--- config.mk ---
export PLATFORM = sky130hd
export DESIGN_NAME = uart_tx
export DESIGN_NICKNAME = d
export VERILOG_FILES = /design/src/rtl/uart_tx.sv
export SDC_FILE = /design/constraint.sdc
export NUM_CORES = 1
export LEC_CHECK = 0
export ABC_AREA = 1
export BUFFER_PORTS_ARGS = -buffer_cell sky130_fd_sc_hd__buf_2
export CORE_MARGIN = 8
export CORE_UTILIZATION = 40
export CTS_CLUSTER_SIZE = 24
export DETAILED_ROUTE_END_ITERATION = 7
export PLACE_DENSITY = 0.57
export SLEW_MARGIN = 10
export SYNTH_ARGS = -nofsm -noshare
export SYNTH_HDL_FRONTEND = slang
export SYNTH_SLANG_ARGS = --single-unit
--- constraint.sdc ---
create_clock -name clk -period 2.6 [get_ports clk]
set_clock_uncertainty 0.1 [all_clocks]
set_input_delay 0.39 -clock clk [delete_from_list [all_inputs] [get_ports clk]]
set_output_delay 0.39 -clock clk [all_outputs]
set_load 0.05 [all_outputs]
--- src/rtl/uart_tx.sv ---
// 8N1 UART transmitter, LSB first, with a small circular input FIFO so a
// producer can queue bytes while a frame is still on the line.
module uart_tx #(
    parameter int CLK_FREQ   = 50_000_000,
    parameter int BAUDRATE   = 115_200,
    parameter int FIFO_DEPTH = 4
) (
    input  logic                          clk,
    input  logic                          rst,
    input  logic [7:0]                    data_in,
    input  logic                          data_in_valid,
    output logic                          data_in_ready,
    output logic                          data_tx,
    output logic                          tx_busy,
    output logic                          tx_done,
    output logic [$clog2(FIFO_DEPTH):0]   fifo_count
);

    localparam int BIT_CYCLES = CLK_FREQ / BAUDRATE;
    localparam int PTR_W      = $clog2(FIFO_DEPTH);
    localparam int CNT_W      = PTR_W + 1;
    localparam int TIMER_W    = $clog2(BIT_CYCLES + 1);

    localparam logic [TIMER_W-1:0] TIMER_LAST = TIMER_W'(BIT_CYCLES - 1);
    localparam logic [CNT_W-1:0]   DEPTH_CNT  = CNT_W'(FIFO_DEPTH);

    typedef enum logic [1:0] {
        S_IDLE,
        S_START,
        S_DATA,
        S_STOP
    } state_t;

    logic [7:0]         fifo_mem [FIFO_DEPTH];
    logic [PTR_W-1:0]   wr_ptr_reg;
    logic [PTR_W-1:0]   rd_ptr_reg;
    logic [CNT_W-1:0]   count_reg;
    logic [CNT_W-1:0]   count_next;

    state_t             state_reg;
    state_t             state_next;
    logic [TIMER_W-1:0] timer_reg;
    logic [TIMER_W-1:0] timer_next;
    logic [2:0]         bit_idx_reg;
    logic [2:0]         bit_idx_next;
    logic [7:0]         shift_reg;
    logic [7:0]         shift_next;
    logic               data_tx_reg;
    logic               data_tx_next;
    logic               tx_done_reg;
    logic               tx_done_next;

    logic               push;
    logic               pop;
    logic               bit_end;

    // Ready depends only on the registered count, so a pop in the same
    // cycle never lets a push into a full FIFO.
    assign data_in_ready = (count_reg < DEPTH_CNT);
    assign push          = data_in_valid && data_in_ready;
    assign bit_end       = (timer_reg == TIMER_LAST);

    assign data_tx    = data_tx_reg;
    assign tx_busy    = (state_reg != S_IDLE);
    assign tx_done    = tx_done_reg;
    assign fifo_count = count_reg;

    always_comb begin
        state_next   = state_reg;
        timer_next   = timer_reg;
        bit_idx_next = bit_idx_reg;
        shift_next   = shift_reg;
        data_tx_next = data_tx_reg;
        tx_done_next = 1'b0;
        pop          = 1'b0;

        if (state_reg != S_IDLE) begin
            timer_next = bit_end ? '0 : timer_reg + TIMER_W'(1);
        end

        case (state_reg)
            S_IDLE: begin
                data_tx_next = 1'b1;
                if (count_reg != '0) begin
                    pop          = 1'b1;
                    shift_next   = fifo_mem[rd_ptr_reg];
                    data_tx_next = 1'b0;
                    timer_next   = '0;
                    state_next   = S_START;
                end
            end
            S_START: begin
                if (bit_end) begin
                    data_tx_next = shift_reg[0];
                    bit_idx_next = '0;
                    state_next   = S_DATA;
                end
            end
            S_DATA: begin
                if (bit_end) begin
                    if (bit_idx_reg == 3'd7) begin
                        data_tx_next = 1'b1;
                        state_next   = S_STOP;
                    end else begin
                        shift_next   = {1'b0, shift_reg[7:1]};
                        data_tx_next = shift_reg[1];
                        bit_idx_next = bit_idx_reg + 3'd1;
                    end
                end
            end
            S_STOP: begin
                if (bit_end) begin
                    tx_done_next = 1'b1;
                    // Queued byte goes straight into a new start bit.
                    if (count_reg != '0) begin
                        pop          = 1'b1;
                        shift_next   = fifo_mem[rd_ptr_reg];
                        data_tx_next = 1'b0;
                        state_next   = S_START;
                    end else begin
                        state_next   = S_IDLE;
                    end
                end
            end
            default: begin
                state_next   = S_IDLE;
                data_tx_next = 1'b1;
            end
        endcase
    end

    always_comb begin
        count_next = count_reg;
        case ({push, pop})
            2'b10:   count_next = count_reg + CNT_W'(1);
            2'b01:   count_next = count_reg - CNT_W'(1);
            default: count_next = count_reg;
        endcase
    end

    always_ff @(posedge clk) begin
        if (rst) begin
            state_reg   <= S_IDLE;
            timer_reg   <= '0;
            bit_idx_reg <= '0;
            shift_reg   <= '0;
            data_tx_reg <= 1'b1;
            tx_done_reg <= 1'b0;
            wr_ptr_reg  <= '0;
            rd_ptr_reg  <= '0;
            count_reg   <= '0;
        end else begin
            state_reg   <= state_next;
            timer_reg   <= timer_next;
            bit_idx_reg <= bit_idx_next;
            shift_reg   <= shift_next;
            data_tx_reg <= data_tx_next;
            tx_done_reg <= tx_done_next;
            count_reg   <= count_next;
            if (push) begin
                wr_ptr_reg <= wr_ptr_reg + PTR_W'(1);
            end
            if (pop) begin
                rd_ptr_reg <= rd_ptr_reg + PTR_W'(1);
            end
        end
    end

    always_ff @(posedge clk) begin
        if (push && !rst) begin
            fifo_mem[wr_ptr_reg] <= data_in;
        end
    end

endmodule

==> Word level (Yosys, flattened, before mapping) <==
Memories as Yosys holds them, arrays and structs flattened. A register that Yosys moved wholly into a read port is not among the register bits.
Cells that the tools add are included.
{ "totals": {"regBits": 31, "ramBits": 32, "in_bits": 11, "output_inout_bits": 7, "memories": 1} }
{ "mem_list": {"columns": ["name", "depth", "width", "rd", "rd_ports_with_merged_regs", "wr", "line", "rtl"], "rows": [
  ["fifo_mem", 4, 8, 1, 1, 1, "34", "logic [7:0] fifo_mem [FIFO_DEPTH];"]
]} }
{ "op_classes": {"n_addsub": 6, "magnitude_cmp": 1, "eq_ne": 14, "n_mux": 36, "bitwise_logic": 1, "reduce_logical": 14} }
{ "op_table": {"columns": ["cell", "n"], "rows": [
  ["9-bit 2-to-1 mux", 4],
  ["8-bit 2-to-1 mux", 4],
  ["8-bit one-hot mux with 3 select lines", 1],
  ["2-bit 2-to-1 mux", 7],
  ["2-bit inequality test (second input constant)", 7],
  ["1-bit 2-to-1 mux", 12],
  ["3-bit one-hot mux with 2 select lines", 2],
  ["4-bit AND reduction", 3],
  ["9-bit by 1-bit adder with 9-bit output (second input constant)", 1],
  ["9-bit == test (second input constant)", 1],
  ["3-bit 2-to-1 mux", 3],
  ["2-bit one-hot mux with 4 select lines", 1],
  ["3-bit by 1-bit adder with 3-bit output (second input constant)", 2],
  ["2-bit == test (second input constant)", 3],
  ["2-bit nonzero test", 3],
  ["3-bit nonzero test", 2],
  ["5-bit AND reduction", 1],
  ["2-bit by 1-bit adder with 2-bit output (second input constant)", 2],
  ["2-bit by 1-bit == test with 1-bit output (second input constant)", 2],
  ["1-bit one-hot mux with 4 select lines", 1],
  ["3-bit == test (second input constant)", 1],
  ["3-bit < comparator (second input constant)", 1],
  ["3-bit by 1-bit subtractor with 3-bit output (second input constant)", 1],
  ["1-bit logical AND", 2],
  ["other kinds (5)", 5]
]} }

==> Longest topological paths before layout <==
Gate-level depths: netlist of the first run.
{ "depth": {"word_depth": 6, "ltp_mapped": 15} }

==> Least setup slack after synthesis of the first run <==
No wires, ideal clock.
{ "synth_path": {"path_type": "register to register", "startpoint": "register count_reg[2], in the netlist fifo_count[2]", "endpoint": "register count_reg[2], in the netlist fifo_count[2]", "setup_time_ns": 0.133, "arrival_ns": 2.310, "required_ns": 2.367, "setup_slack_ns": 0.056, "stages_incl_launch_ff": 12, "cell_sequence": "dfxtp_1 -> inv_2 -> a21oi_1 -> nand2_1 -> a21oi_1 -> ha_1 -> inv_1 -> fa_1 -> a21oi_1 -> o21ai_0 -> o21ai_0 -> a21oi_1"} }
{ "synth_via": {"word_cells_on_any_way": 12} }
{ "synth_rtl": {"columns": ["item", "line", "rtl"], "rows": [
  ["start: declaration", "37", "logic [CNT_W-1:0] count_reg;"],
  ["start signal: assignment", "159", "count_reg <= count_next;"],
  ["3-bit < comparator (*)", "59", "assign data_in_ready = (count_reg < DEPTH_CNT);"],
  ["named net data_in_ready", "12", "output logic data_in_ready,"],
  ["1-bit logical AND (*)", "60", "assign push = data_in_valid && data_in_ready;"],
  ["2-bit by 1-bit == test with 1-bit output / 2-bit == test (equally long branches)", "134", "case ({push, pop})"],
  ["3-bit one-hot mux with 2 select lines / 2-bit nonzero test (equally long branches)", null, null]
]} }
The timed path passes the listed nets; every way through them passes the cells marked *.
A chain may end at the register's enable or synchronous reset.

==> Worst setup path in the final report of the first run <==
{ "layout_path": {"startpoint": "register timer_reg[1]", "endpoint": "register count_reg[2], in the netlist fifo_count[2]"} }
{ "layout_via": {"elab_chain_cells": 5, "word_cells_on_any_way": 7} }
{ "layout_lines": {"columns": ["item", "line", "rtl"], "rows": [
  ["start: declaration", "42", "logic [TIMER_W-1:0] timer_reg;"],
  ["start signal: assignment", "154", "timer_reg <= timer_next;"],
  ["9-bit == test (*)", "61", "assign bit_end = (timer_reg == TIMER_LAST);"],
  ["1-bit 2-to-1 mux (*)", "112", "if (bit_end) begin"],
  ["1-bit one-hot mux with 2 select lines (*)", "81", "case (state_reg)"],
  ["named net pop", "54", "logic pop;"],
  ["2-bit by 1-bit == test with 1-bit output / 2-bit == test (equally long branches)", "134", null],
  ["3-bit one-hot mux with 2 select lines / 2-bit nonzero test (equally long branches)", null, null]
]} }
Marked as above.

==> flow_summary.toml, run 1 <==
[global_routing]
grt_pass1_vias = 2240
grt_max_degree = 21
antenna_found_initial = 0
grt.total_usage_pct = 11.94
grt_overflow = 0
grt_pass1_wl_um = 10520

[worst_setup_path]
crit_slowest_cell = "fa_1"
crit_buf_inv = 3
cp_slowest_stage_delay_ps = 380
cp-end-kind = "flip-flop"
cp_top_family = "adder cells"
crit_chain = "inv_1, ha_1, nand2_1, inv_1, nand2_1, nor2_1, nand2_1, a21oi_2, ha_1, inv_1, fa_1, a21oi_1, o21ai_0, o21ai_0, a21oi_1"
crit_fanout = 3
worstPathArrival_ps = 2480
r2r-start = "timer_reg[1]"
crit_path_start = "timer_reg[1]"
startpoint_type = "flip-flop"
worstSetupPathType = "reg2reg"
crit_required_ps = 2730

[cts]
cts_tree = "yes"
clockRootBuffer = "clkbuf_8"
clk_pin_slew_ps = 80
cts_resized = 0
clock_path_buffers = 2
htree_levels = 3
cts.sinks = 65
cts_setup_buffers = 0
clock_latency_ps = 340
holdBufCountCts = 0
cts_inserted_buffers = 9

[timing]
slew-limit-headroom_pct = 63.03
tns_ps = 0
setup_violations = 0
fmax_mhz = 426.2
rsz0062_at_grt = "false"
hold_viol = 0
fin_crit_ps = 2347
worst_pin_slew_ps = 553.8
hold_slack_ps = 160.7
fin_crit_sh_pct = 90.25
slew_violations = 0

[routing]
drt-initial-drc-count = 103
wl_met2_um = 2659
firstDrtPassIters = 4
vias = 2318
ant_nets = 0
vias_per_cell = 4.599
drcViolationCount = 0
wl_per_cell_um = 11.97
met1_length_um = 3021
wirelength_um = 6035
top_layer_used = "met4"
met3_length_um = 249

[min_path]
worstHoldPathType = "in2reg"
hold_start = "data_in[4]"

[synth]
synth_cell_types = 29
synth.area.top_cells = "edfxtp_1, dfxtp_1, nand2_1, nor2_1, ha_1"
synth_top_area_cell = "edfxtp_1"
postSynthAreaPerCell_um2 = 8.322
ys_seq_area_share_pct = 52.66
syn-instance-count = 370
ys_seq_elements = 65
synth_fp_nets = 395
yosys.area.top_type_share_pct = 31.21
ys_warn_count = 0
netlist_area_mm2 = 0.003079

[run]
drv_cap = 0

[place]
gp_congestion = 0.8561
io_buffer_count = 17
dpl.hpwl_um = 4137

[outcome]
status = "completed"

[layout]
antennaDiodeCount = 0
fillers = 765
final-seq-area_mm2 = 0.001625
largest_reg_flops = 32
area_growth_pct = 13.04
multiInputGateArea_mm2 = 0.001239
final_cell_mix = "nand2_1, nor2_1, inv_1, edfxtp_1, dfxtp_1"
final_common_cell = "nand2_1"
drive_gt1_share_pct = 14.68
final_nets = 422

[die]
design.core.area_mm2 = 0.007607
die_area_mm2 = 0.01076
rows = 32
pin_count = 18
initial_core_util_pct = 40.48
die_y_um = 103.7
die_w_um = 103.7

[pwr]
p_per_area_mw_per_mm2 = 1010
leakagePower_uw = 0.001459
ir_drop_v = 0.0007066
==> final timing paths <==
kind                                        to  slack [ps]  cells after the start
worst max-delay path             fifo_count[2]         250                     15
worst min-delay path            fifo_mem[0][4]         160                      1
worst max register to register   fifo_count[2]         250                     15
worst min register to register  bit_idx_reg[0]         370                      2
==> cells by family (layout without fill, tap and decap cells) <==
kind of cell,count (synthesis),in the layout,synth area share (%)
xor+xnor,2,2,0.5690
flops,65,65,52.66
compound gates,58,58,9.996
simple gates,178,178,23.61
fa+ha+maj,14,14,5.933
buf+inv,53,85,7.233
==> worst register-to-register path: stages (launching register included) <==
cell	delay, ps
dfxtp_1	330
inv_1	80
ha_1	140
nand2_1	70
inv_1	50
nand2_1	40
nor2_1	130
nand2_1	110
a21oi_2	150
ha_1	150
inv_1	60
fa_1	380
a21oi_1	140
o21ai_0	100
o21ai_0	150
a21oi_1	50
==> layout make-up <==
cell class	count	share of cell area, %
repair buffers	25	4.170
flip-flops and latches	65	46.69
well taps	102	3.666
clock buffers	9	3.559
multi-input cells	252	35.59
inverters	44	4.745
clock inverters	7	1.582
==> per-stage QoR <==
| step | setup WS, ps | power, uW | utilization (%) | instance area [um^2] | instances |
|---|---|---|---|---|---|
| after floorplan | 56.47 | 2469 | - | 3079 | 370 |
| final | 253.4 | 3516 | 45.76 | 3481 | 504 |
| after detailed placement | 207.8 | 2765 | 43.31 | 3294 | 488 |
| after CTS | 192.1 | 3546 | 45.66 | 3473 | 504 |
| after global routing | 19.42 | 3834 | 45.76 | 3481 | 504 |
| after global placement | 283.7 | 2737 | 43.31 | 3294 | 488 |
==> Yosys cell counts, drive strengths merged <==
| master | instances |
|---|---|
| edfxtp | 32 |
| clkbuf | 1 |
| ha | 13 |
| o2111ai | 1 |
| nor2 | 65 |
| inv | 44 |
| and2 | 1 |
| o22ai | 2 |
| nand3 | 10 |
| o21ai | 29 |
| o21a | 3 |
| nor3 | 1 |
| xnor2 | 2 |
| a21oi | 23 |
| or2 | 7 |
| fa | 1 |
| nand4 | 3 |
| dfxtp | 33 |
| buf | 8 |
| nand2 | 91 |
==> metal layers <==
layer,GRT usage [%],up-vias
met5,0,-
li1,-,1239
met1,15.82,1024
met3,3.036,10
met2,18.06,45
met4,4.964,0
==> report_power, final <==
| part | switching (uW) | internal (uW) |
|---|---|---|
| combinational | 946 | 440 |
| sequential | 110 | 1250 |
| clock | 424 | 352 |
| total | 1480 | 2040 |
No activity file was read; power rests on OpenSTA's default activity.
==> run 2: changes to the inputs <==
- CTS_CLUSTER_DIAMETER: unset -> 80
- clock period: 2.6 -> 2.7 ns (I/O delays scaled with it)
==> flow_summary.toml, run 2 (synthesis results as in run 1) <==
[outcome]
status = "completed"

[layout]
multiInputGateArea_mm2 = 0.001237
stdcell_count = 503
fin_area_mm2 = 0.003456
drive_gt1_share_pct = 12.97
final_nets = 421
largest_reg_flops = 32
final_common_cell = "nand2_1"
final_core_util_pct = 45.43
area_growth_pct = 12.23
antennaDiodeCount = 0
fillers = 780
final_cell_mix = "nand2_1, nor2_1, inv_1, dfxtp_1, edfxtp_1"
final-seq-area_mm2 = 0.001622

[pwr]
ir_drop_v = 0.0006305
combPwrFrac_pct = 39.5
switching_share_pct = 40.89
p_int_uw = 1974
p_per_area_mw_per_mm2 = 966.1
p_switching_uw = 1365
power_frac_seq_pct = 39.1
clockPowerShare_pct = 21.4
leakagePower_uw = 0.001450

[die]
pin_count = 18
die_y_um = 103.7
die_w_um = 103.7
initial_core_util_pct = 40.48
die_area_mm2 = 0.01076
design.core.area_mm2 = 0.007607
rows = 32

[global_routing]
antenna_found_initial = 0
grt_max_degree = 21
grt_pass1_vias = 2197
grt_overflow = 0
grt.total_usage_pct = 11.68
grt_pass1_wl_um = 10180

[worst_setup_path]
crit_fanout = 5
r2r_slack_ps = 250
cp-end-kind = "flip-flop"
reg2reg_depth = 14
startpoint_type = "flip-flop"
worstPathArrival_ps = 2580
worstSetupPathType = "reg2reg"
crit_required_ps = 2830

[place]
dpl_cell_area_mm2 = 0.003287
place_ws_ps = 194.0
io_buffer_count = 17
placedCellCount = 487
dpl.hpwl_um = 4132
gp_congestion = 0.8717

[routing]
vias_per_cell = 4.598
drt-initial-drc-count = 67
wirelength_um = 6034
wl_per_cell_um = 12.00
vias = 2313
firstDrtPassIters = 4
drcViolationCount = 0
ant_nets = 0

[cts]
clock_path_buffers = 2
cts_setup_buffers = 0
holdBufCountCts = 0
cts_tree = "yes"
cts_inserted_buffers = 9
clock_latency_ps = 340
clk_pin_slew_ps = 70
clockRootBuffer = "clkbuf_8"
htree_levels = 3
cts.sinks = 65

[timing]
slew-limit-headroom_pct = 61.66
setup_violations = 0
tns_ps = 0
fin_crit_sh_pct = 90.79
setup_ws_ps = 248.6
hold_viol = 0
slew_violations = 0
fmax_mhz = 407.9
worst_pin_slew_ps = 574.2
fin_crit_ps = 2451

[min_path]
worstHoldPathType = "in2reg"
holdPathStages = 1

[run]
drv_cap = 0
[run 2: changes by cell type in the layout (fill, tap and decap cells not counted), sizes merged]
cell | before | now
clkbuf | 9 | 13
clkinv | 4 | 2
buf | 25 | 24
clkinvlp | 2 | 1
inv | 45 | 44
[run 2: timing repair]
item,4_1_cts,5_1_grt
endpoints found under the hold margin,0,0
endpoints found under the setup margin,0,1
resized for setup,0,1
[run 2: area by class of cell]
cell class              instances  area share (%)
well taps                     102           3.693
clock inverters                 3          0.5069
multi-input cells             252           35.81
inverters                      44           4.779
repair buffers                 24           3.983
flip-flops and latches         65           46.92
clock buffers                  13           4.308
[run 2: worst max-delay path, stage by stage (launching register included)]
cell	delay (ps)
dfxtp_1	400
ha_1	170
nand2_1	60
inv_1	50
nand2_1	50
nor2_2	190
nand2_1	110
a21oi_1	160
ha_1	160
inv_1	60
fa_1	370
a21oi_1	140
o21ai_0	100
o21ai_0	150
a21oi_1	50
[run 2: path summary, 6_finish.rpt]
| path | from | to |
|---|---|---|
| worst max-delay path | timer_reg[0] | fifo_count[2] |
| worst min-delay path | data_in[4] | fifo_mem[0][4] |
| worst max register to register | timer_reg[0] | fifo_count[2] |
| worst min register to register | bit_idx_reg[0] | bit_idx_reg[0] |
[run 2: layer usage]
layer  part of all wire (%)  GRT usage, %  vias to the layer above
met5                      0             0                        -
met4                    1.1         4.654                        0
met3                    2.9         4.027                        7
met2                     46         17.97                       25
met1                     50         14.67                     1048
li1                       -             -                     1233
[run 2: through the flow]
stage	hold WS, ps	power (uW)
2_1_floorplan	341.6	2378
3_5_place_dp	364.4	2654
6_report	174.8	3339
3_3_place_gp	356.0	2625
4_1_cts	162.1	3372
5_1_grt	167.6	3630
[run 2: power groups by stage]
stage / clock network, uW / registers (uW) / logic, uW
4_1_cts: 732 / 1310 / 1330
5_1_grt: 777 / 1330 / 1530
3_3_place_gp: 0 / 1320 / 1310
3_5_place_dp: 0 / 1330 / 1330
2_1_floorplan: 0 / 1370 / 1000
6_report: 714 / 1310 / 1320
==> run 3: changes to the inputs <==
- ABC_AREA: 1 -> unset
- CAP_MARGIN: unset -> 20
- SKIP_LAST_GASP: unset -> 1
==> flow_summary.toml, run 3 <==
[synth]
synth_top_area_cell = "edfxtp_1"
yosysMostFrequentCell = "dfxtp_1"
synth_fp_nets = 306
synth_enable_flop_cells = 32
syn-instance-count = 281
ys_seq_elements = 65
ys_top_cells_by_count = "dfxtp_1, edfxtp_1, nor2_1"
yosys.area.top_type_share_pct = 31.66
ys_seq_area_share_pct = 53.42
netlist_area_mm2 = 0.003035
synthArstFlopShare_pct = 0
postSynthAreaPerCell_um2 = 10.80
ys_warn_count = 0
synth_cell_types = 46
synth.area.top_cells = "edfxtp_1, dfxtp_1, mux2i_1, ha_1, a211oi_1"
synthFlopType = "dfxtp_1"

[timing]
slew_violations = 0
setup_violations = 0
hold_viol = 0
fmax_mhz = 392.1
fin_crit_sh_pct = 94.45
fin_crit_ps = 2550
worst_pin_slew_ps = 744.6
slew-limit-headroom_pct = 50.18

[routing]
drt-initial-drc-count = 126
vias_per_cell = 5.145
wl_per_cell_um = 14.28
vias = 2089
ant_nets = 0
wirelength_um = 5797
drcViolationCount = 0
firstDrtPassIters = 4

[cts]
htree_levels = 3
clockRootBuffer = "clkbuf_8"
clk_pin_slew_ps = 70
clock_latency_ps = 340
clock_path_buffers = 2
cts_tree = "yes"
cts_inserted_buffers = 9
cts.sinks = 65
holdBufCountCts = 0

[place]
io_buffer_count = 17
dpl.hpwl_um = 4019
placedCellCount = 389
dpl_cell_area_mm2 = 0.003242
gp_congestion = 0.7409

[worst_setup_path]
crit_required_ps = 2870
worstSetupPathType = "reg2reg"
worstPathArrival_ps = 2720
startpoint_type = "flip-flop"
cp_top_family = "simple AND/OR/NAND/NOR gates"
crit_slowest_cell = "dfxtp_2"
r2r-start = "timer_reg[1]"
crit_buf_inv = 2
cp_slowest_stage_delay_ps = 340
crit_path_start = "timer_reg[1]"
cp-end-kind = "flip-flop"
crit_fanout = 5
crit_chain = "inv_1, ha_2, nor3b_4, a41oi_2, nor3_2, ha_2, inv_1, fa_2, xor2_1, or3_1, a21oi_1"

[outcome]
status = "completed"

[global_routing]
grt_max_degree = 37
antenna_found_initial = 0
grt_pass1_wl_um = 9749
grt_pass1_vias = 2057
grt.total_usage_pct = 12.05
grt_overflow = 0

[layout]
multiInputGateArea_mm2 = 0.001280
antennaDiodeCount = 0
area_growth_pct = 13.97
fin_area_mm2 = 0.003460
fillers = 737
drive_gt1_share_pct = 18.89
final_nets = 327
final-seq-area_mm2 = 0.001623
final_cell_mix = "dfxtp_1, edfxtp_1, nor2_1, inv_1"
stdcell_count = 406
largest_reg_flops = 32

[die]
rows = 31
die_area_mm2 = 0.01063
die_y_um = 103.1
design.core.area_mm2 = 0.007292
die_w_um = 103.1
initial_core_util_pct = 41.63
pin_count = 18

[pwr]
ir_drop_v = 0.0007237
leakagePower_uw = 0.001247
design_power_total_uw = 3515
p_per_area_mw_per_mm2 = 1016

[min_path]
worstHoldPathType = "in2reg"
hold_start = "data_in[2]"

[run]
drv_cap = 0
-- run 3: cell families (layout without fill, tap and decap cells) --
logic type,count (synthesis),in the layout,synth area share (%)
AND/OR/NAND/NOR,90,90,15.62
flip-flops,65,65,53.42
AO/OA/AOI/OAI,51,51,11.79
buffers and inverters,37,63,4.905
multiplexers,20,20,7.090
adder cells (fa/ha/maj),14,14,6.018
XOR/XNOR,4,4,1.154
-- run 3: metrics by stage --
stage / setup TNS [ps] / util [%] / setup WS, ps / hold WS, ps
5_1_grt: -7.568 / 47.44 / -7.568 / 161.6
3_5_place_dp: 0 / 44.46 / 65.46 / 349.4
4_1_cts: 0 / 47.12 / 38.87 / 161.3
3_3_place_gp: 0 / 44.46 / 167.5 / 344.6
2_1_floorplan: 0 / - / 132.1 / 334.1
6_report: 0 / 47.44 / 149.8 / 174.1
-- run 3: area by class of cell --
class,instances,share of cell area [%]
Clock buffer,9,3.580
Multi-Input combinational cell,179,37.00
Clock inverter,7,2.025
Tap cell,99,3.580
Sequential cell,65,46.91
Timing Repair Buffer,28,4.846
Inverter,19,2.061
-- run 3: where the power goes --
group	total (uW)	switching (uW)	leakage (uW)	internal, uW
Sequential	1260	82.5	0.000560	1180
Combinational	1450	891	0.000585	560
Clock	806	380	0.000101	426
-- run 3: worst register-to-register path: stages (launching register included) --
cell and delay, ps:
dfxtp_2 340, inv_1 60, ha_2 170, nor3b_4 200
a41oi_2 180, nor3_2 270, ha_2 220, inv_1 50
fa_2 330, xor2_1 160, or3_1 300, a21oi_1 110
-- run 3: routing by layer --
metal | wire length (um) | GRT usage [%] | part of all wire (%)
met2 | 2562 | 17.52 | 44
met4 | 111 | 6.674 | 1.9
met5 | 0 | 0 | 0
met1 | 2945 | 16.17 | 51
met3 | 177 | 2.633 | 3.1
-- run 3: path summary, 6_finish.rpt --
path	end	slack (ps)	depth (start not counted)
hold reg to reg	shift_reg[2]	360	2
setup / recovery	fifo_count[2]	150	11
hold / removal	fifo_mem[1][2]	170	1
setup reg to reg	fifo_count[2]	150	11
-- run 3: what timing repair did --
item | in CTS | in global routing
setup endpoints to repair | 0 | 1
resized for setup | 0 | 5
buffers inserted | 0 | 1
